==> src/rtl/cpu_isa_pkg.sv <==
// ISA constants shared by the program encoder and the instruction decoder:
// register IDs, opcode prefixes, command classes and encoder states.
package cpu_isa_pkg;

  // Register IDs; the result register R and the output port O share ID 4
  localparam logic [2:0] REG_X0 = 3'd0;
  localparam logic [2:0] REG_X1 = 3'd1;
  localparam logic [2:0] REG_Y0 = 3'd2;
  localparam logic [2:0] REG_Y1 = 3'd3;
  localparam logic [2:0] REG_R  = 3'd4;
  localparam logic [2:0] REG_O  = 3'd4;
  localparam logic [2:0] REG_DM = 3'd7;

  localparam logic       OP_LOAD  = 1'b0;
  localparam logic [1:0] OP_MOVE  = 2'b10;
  localparam logic [2:0] OP_ALU   = 3'b110;
  localparam logic [3:0] OP_JUMP  = 4'b1110;
  localparam logic [3:0] OP_CJUMP = 4'b1111;
  localparam logic [7:0] NOP_WORD = 8'hC8;

  typedef enum logic [2:0] {
    CLS_LOAD  = 3'd0,
    CLS_MOVE  = 3'd1,
    CLS_ALU   = 3'd2,
    CLS_JUMP  = 3'd3,
    CLS_CJUMP = 3'd4,
    CLS_NOP   = 3'd5
  } cmd_class_e;

  typedef enum logic [2:0] {
    ST_IDLE,
    ST_ACCEPT,
    ST_WRITE,
    ST_HALT,
    ST_DONE
  } enc_state_e;

endpackage

==> src/rtl/instr_pack.sv <==
// Combinational packer: symbolic command -> 8-bit instruction word.
// Classes 6 and 7 raise illegal and produce a zero word.
module instr_pack
  import cpu_isa_pkg::*;
(
  input  logic [2:0] cmd_class,
  input  logic [2:0] cmd_a,
  input  logic [3:0] cmd_b,
  output logic [7:0] word,
  output logic       illegal
);

  always_comb begin
    word    = '0;
    illegal = 1'b0;
    case (cmd_class)
      CLS_LOAD:  word = {OP_LOAD, cmd_a, cmd_b};
      // dst == src == 4 is a legal R->O move and is packed unchanged
      CLS_MOVE:  word = {OP_MOVE, cmd_a, cmd_b[2:0]};
      CLS_ALU:   word = {OP_ALU, cmd_a[2], cmd_a[1], cmd_b[2:0]};
      CLS_JUMP:  word = {OP_JUMP, cmd_b};
      CLS_CJUMP: word = {OP_CJUMP, cmd_b};
      CLS_NOP:   word = NOP_WORD;
      default:   illegal = 1'b1;
    endcase
  end

endmodule

==> src/rtl/instr_encoder.sv <==
// On-chip program assembler: accepts commands, packs them and writes PM sequentially.
// Define ENC_HALT_EN to append a JUMP-to-self halt word after the last command.
module instr_encoder
  import cpu_isa_pkg::*;
#(
  parameter int ADDR_W    = 4,
  parameter int BASE_ADDR = 0
) (
  input  logic              clk,
  input  logic              sync_reset,
  input  logic              start,
  input  logic              cmd_valid,
  output logic              cmd_ready,
  input  logic [2:0]        cmd_class,
  input  logic [2:0]        cmd_a,
  input  logic [3:0]        cmd_b,
  input  logic              cmd_last,
  output logic              pm_we,
  output logic [ADDR_W-1:0] pm_addr,
  output logic [7:0]        pm_wdata,
  output logic              busy,
  output logic              done,
  output logic              err,
  output logic [ADDR_W:0]   instr_count
);

  localparam logic [ADDR_W-1:0] BASE      = ADDR_W'(BASE_ADDR);
  localparam logic [ADDR_W-1:0] LAST_ADDR = '1;

  enc_state_e        state_reg, state_next;
  logic [ADDR_W-1:0] addr_reg, addr_next;
  logic [7:0]        wdata_reg, wdata_next;
  logic              last_reg, last_next;
  logic              done_reg, done_next;
  logic              err_reg, err_next;
  logic [ADDR_W:0]   count_reg, count_next;

  logic [7:0]        pack_word;
  logic              pack_illegal;
  logic [ADDR_W-1:0] addr_inc;

  instr_pack u_pack (
    .cmd_class (cmd_class),
    .cmd_a     (cmd_a),
    .cmd_b     (cmd_b),
    .word      (pack_word),
    .illegal   (pack_illegal)
  );

  assign addr_inc = addr_reg + 1'b1;

`ifdef ENC_HALT_EN
  // Jump targets are nibbles; narrower address spaces are zero-extended
  logic [3:0] halt_tgt;
  for (genvar gi = 0; gi < 4; gi++) begin : g_tgt
    if (gi < ADDR_W) begin : g_bit
      assign halt_tgt[gi] = addr_inc[gi];
    end else begin : g_zero
      assign halt_tgt[gi] = 1'b0;
    end
  end
`endif

  always_ff @(posedge clk) begin
    if (sync_reset) begin
      state_reg <= ST_IDLE;
      addr_reg  <= BASE;
      wdata_reg <= '0;
      last_reg  <= 1'b0;
      done_reg  <= 1'b0;
      err_reg   <= 1'b0;
      count_reg <= '0;
    end else begin
      state_reg <= state_next;
      addr_reg  <= addr_next;
      wdata_reg <= wdata_next;
      last_reg  <= last_next;
      done_reg  <= done_next;
      err_reg   <= err_next;
      count_reg <= count_next;
    end
  end

  always_comb begin
    state_next = state_reg;
    addr_next  = addr_reg;
    wdata_next = wdata_reg;
    last_next  = last_reg;
    done_next  = done_reg;
    err_next   = err_reg;
    count_next = count_reg;
    case (state_reg)
      ST_IDLE, ST_DONE: begin
        if (start) begin
          state_next = ST_ACCEPT;
          addr_next  = BASE;
          count_next = '0;
          err_next   = 1'b0;
          done_next  = 1'b0;
        end
      end
      ST_ACCEPT: begin
        if (cmd_valid) begin
          if (pack_illegal) begin
            err_next   = 1'b1;
            done_next  = 1'b1;
            state_next = ST_DONE;
          end else begin
            wdata_next = pack_word;
            last_next  = cmd_last;
            state_next = ST_WRITE;
          end
        end
      end
      ST_WRITE: begin
        addr_next  = addr_inc;
        count_next = count_reg + 1'b1;
        state_next = ST_DONE;
        done_next  = 1'b1;
        if (last_reg) begin
`ifdef ENC_HALT_EN
          if (addr_reg == LAST_ADDR) begin
            err_next = 1'b1;
          end else begin
            wdata_next = {OP_JUMP, halt_tgt};
            state_next = ST_HALT;
            done_next  = 1'b0;
          end
`endif
        end else if (addr_reg == LAST_ADDR) begin
          err_next = 1'b1;
        end else begin
          state_next = ST_ACCEPT;
          done_next  = 1'b0;
        end
      end
      ST_HALT: begin
        addr_next  = addr_inc;
        count_next = count_reg + 1'b1;
        done_next  = 1'b1;
        state_next = ST_DONE;
      end
      default: state_next = ST_IDLE;
    endcase
  end

  // Write strobe is masked by reset so an abort never lets a write through
  assign pm_we       = ((state_reg == ST_WRITE) || (state_reg == ST_HALT)) && !sync_reset;
  assign cmd_ready   = (state_reg == ST_ACCEPT);
  assign busy        = (state_reg == ST_ACCEPT) || (state_reg == ST_WRITE) ||
                       (state_reg == ST_HALT);
  assign pm_addr     = addr_reg;
  assign pm_wdata    = wdata_reg;
  assign done        = done_reg;
  assign err         = err_reg;
  assign instr_count = count_reg;

endmodule

==> config.mk <==
export PLATFORM = sky130hd
export DESIGN_NAME = instr_encoder
export DESIGN_NICKNAME = d
export VERILOG_FILES = /design/src/rtl/cpu_isa_pkg.sv /design/src/rtl/instr_pack.sv /design/src/rtl/instr_encoder.sv
export SDC_FILE = /design/constraint.sdc
export NUM_CORES = 1
export LEC_CHECK = 0
export CAP_MARGIN = 20
export CORE_ASPECT_RATIO = 0.9
export CORE_MARGIN = 5
export CORE_UTILIZATION = 41
export DETAILED_ROUTE_END_ITERATION = 16
export PLACE_DENSITY = 0.7
export SYNTH_ARGS = -nofsm -noshare
export SYNTH_HDL_FRONTEND = slang
export SYNTH_SLANG_ARGS = --single-unit
==> constraint.sdc <==
create_clock -name clk -period 1.45 [get_ports clk]
set_clock_uncertainty 0.05 [all_clocks]
set_input_delay 0.29 -clock clk [delete_from_list [all_inputs] [get_ports clk]]
set_output_delay 0.29 -clock clk [all_outputs]
set_load 0.03 [all_outputs]
==> PnR_summary.wiki <==
{| class="wikitable"
! Metric !! Value
|-
| Result of the run || complete, but fails checks
|-
| Violations in the final reports || setup timing
|-
| Part of the Yosys area used for sequential elements || 0.350
|-
| Max FFs per register || 8
|-
| Horizontal extent of the die || 69.7 um
|-
| Critical Path End Type || output port
|-
| Die area || 4450 um^2
|-
| Post-synthesis cell count || 151
|-
| Root Buffer Master || clkbuf_4
|-
| Starting DRT DRC Count || 94
|-
| Worst slew pin tran || 0.351 ns
|-
| Post-synth EDFFs || 0
|-
| Antenna Cells || 0
|-
| CP endpoint || busy
|-
| Maximum root-to-sink buffer count || 2
|-
| Core Box Area || 3070 um^2
|-
| Peak VDD IR || 0.513 mV
|-
| Most frequent standard cell in the layout excluding fill and tap cells || buf_4
|-
| Fraction of layout cells with a size suffix above 1 || 0.411
|-
| Post-synth cell types || 40
|-
| First-pass GRT wire length || 6530 um
|-
| Final total power || 1.41 mW
|-
| GRT Overall Usage || 0.177
|-
| Critical path startpoint category || flip-flop
|-
| Setup-violating endpoint count in the final report || 4
|-
| Avg WL per Cell || 15.8 um
|-
| Clock buffer count from CTS || 3
|-
| Minimum setup slack after placement || -0.467 ns
|-
| Final Hold Fails || 0
|-
| # hold bufs at CTS || 0
|-
| Worst path required time || 1.11 ns
|-
| Crit Reg-Reg Endpoint || err
|-
| Final slew viol count || 0
|-
| Largest net degree at the start of global routing || 17
|-
| Nets || 237
|-
| Final instance count without filler cells || 261
|-
| Post-route minimum period || 1.57 ns
|-
| Count of buffers inserted at the top-level ports || 36
|-
| H-tree levels || 1
|-
| Syn nets || 168
|-
| Worst Path Arrival || 1.23 ns
|-
| Final weighted congestion in routability-driven placement || 0.793
|-
| Layout Area Growth over Synthesis || 60.2%
|-
| Worst relative slew slack || 0.765
|-
| Proportion of synthesized flip-flops having asynchronous set or reset || 0
|-
| Setup total negative slack || -0.266 ns
|-
| R2R Path Start || state_reg[1]
|-
| Critical-path maximum fanout || 5
|-
| Yosys warning total || 0
|-
| Number of antenna violations at the first check in global routing || 0
|-
| Post-detailed-route count of antenna-violating nets || 0
|-
| Cell area power density || 667 nW/um^2
|-
| Register-to-Register Path Depth || 6
|-
| Die Y || 63.8 um
|-
| Average size of a mapped cell || 8.72 um^2
|-
| Total clock sinks || 23
|-
| Vias in the first global route || 1434
|-
| Total detailed-routing wirelength || 4120 um
|-
| Worst setup path start || state_reg[1]
|-
| Flip-flop and latch count after synthesis || 23
|-
| Timing-limited maximum frequency || 0.638 GHz
|-
| Ratio of routed vias to standard cells || 5.51
|-
| Max Cap Violations || 0
|-
| WS Path Type || reg -> out
|-
| Most used cells in the layout excluding fill and tap cells || buf_4 (36), dfxtp_1 (18), a21oi_1 (16)
|-
| Post-synthesis cell area || 1320 um^2
|-
| DR pass1 iterations || 4
|-
| Worst hold-check path type || in -> reg
|-
| Number of top-level pins || 37
|-
| Worst-case setup margin in the final layout || -0.117 ns
|-
| Clk Latency, worst-skew pair || 0.32 ns
|-
| R2R Setup Slk || -0.01 ns
|-
| Leakage dissipation || 0.847 nW
|-
| Filler cell count in the final layout || 243
|-
| Placed insts || 244
|-
| Fin crit share || 1.08
|-
| Total congestion overflow after global routing || 0
|-
| Vias post-DR || 1438
|-
| Setup repair after global routing missed its margin || yes
|-
| Most frequently used flop master after synthesis || dfxtp_1
|-
| Number of cells on the worst hold path || 4
|-
| DRC Markers || 0
|-
| Clock tree from TritonCTS || done
|-
| Initial core utilization || 0.429
|-
| Core Rows || 19
|-
| Clock Pin Slew Worst Setup and Hold Paths || 0.13 ns
|-
| HPWL Detailed || 2700 um
|}
worst min path at each step:
stage | from | endpoint | slack, ns
after floorplan | cmd_last | last_reg | 0.39
after global placement | pm_wdata[7] | pm_wdata[7] | 0.41
after detailed placement | pm_wdata[1] | pm_wdata[1] | 0.43
after CTS | pm_wdata[1] | pm_wdata[1] | 0.45
after global routing | start | done | 0.38
final | start | done | 0.37
critical path: stages (launching register included):
cell and delay [ns]:
dfxtp_4 0.38, buf_8 0.13, buf_6 0.11, nor2_4 0.10, nor2_2 0.05, buf_6 0.13
where the power goes:
group          switching, mW  total [mW]  leakage (nW)  internal (mW)
logic                  0.211       0.434         0.639          0.223
registers             0.0162       0.665         0.190          0.649
clock network          0.203       0.307        0.0177          0.103
area by class of cell:
cell class / instances / area, um^2 / area share
repair buffers: 77 / 678 / 0.322
well taps: 42 / 52.6 / 0.0249
flip-flops and latches: 23 / 477 / 0.226
multi-input cells: 115 / 873 / 0.414
clock inverters: 1 / 5.00 / 0.00237
clock buffers: 3 / 22.5 / 0.0107
cells in the mapped netlist (2+ instances only):
cell type	count	share of area
a211o_1	3	0.020
nand2b_1	3	0.014
a21o_1	3	0.017
nor2b_1	3	0.014
a21boi_0	2	0.011
or2_2	2	0.0095
o311a_1	2	0.015
mux2i_1	5	0.038
nand3b_1	9	0.051
nand2_1	5	0.014
a221oi_1	2	0.013
a311oi_1	4	0.027
o21ai_0	8	0.030
a21oi_1	19	0.072
or3b_1	2	0.013
nor2_1	8	0.023
or3_1	2	0.0095
nand3_1	8	0.030
or3b_2	6	0.040
clkbuf_1	5	0.014
buf_2	5	0.019
dfxtp_1	23	0.35
nand4_1	4	0.019
ha_1	2	0.019
what timing repair did:
item	CTS	global route
endpoints found under the setup margin	25	36
pin swaps	2	11
gates cloned	0	1
resized for setup	40	49
buffers inserted	8	4
endpoints found under the hold margin	0	0
metal layers:
layer / share of wire / track usage / vias up
met1: 0.43 / 0.211 / 693
li1: - / - / 710
met5: 0 / 0 / -
met2: 0.52 / 0.325 / 30
met4: 0.0087 / 0.0359 / 0
met3: 0.037 / 0.0455 / 5
metrics by stage:
stage | hold WS [ns] | utilization | area, um^2
after global placement | 0.414 | 0.605 | 1860
after global routing | 0.382 | 0.687 | 2110
final | 0.370 | 0.687 | 2110
after CTS | 0.447 | 0.647 | 1980
after floorplan | 0.388 | - | 1320
after detailed placement | 0.426 | 0.605 | 1860
kinds of logic (layout without fill, tap and decap cells):
group           after synthesis  after routing  synth area share
simple gates                 59             59             0.281
compound gates               48             48             0.244
flops                        23             23             0.350
buf+inv                      13             81            0.0589
mux                           6              6            0.0466
fa+ha+maj                     2              2            0.0190
(Power assumes the default switching activity.)
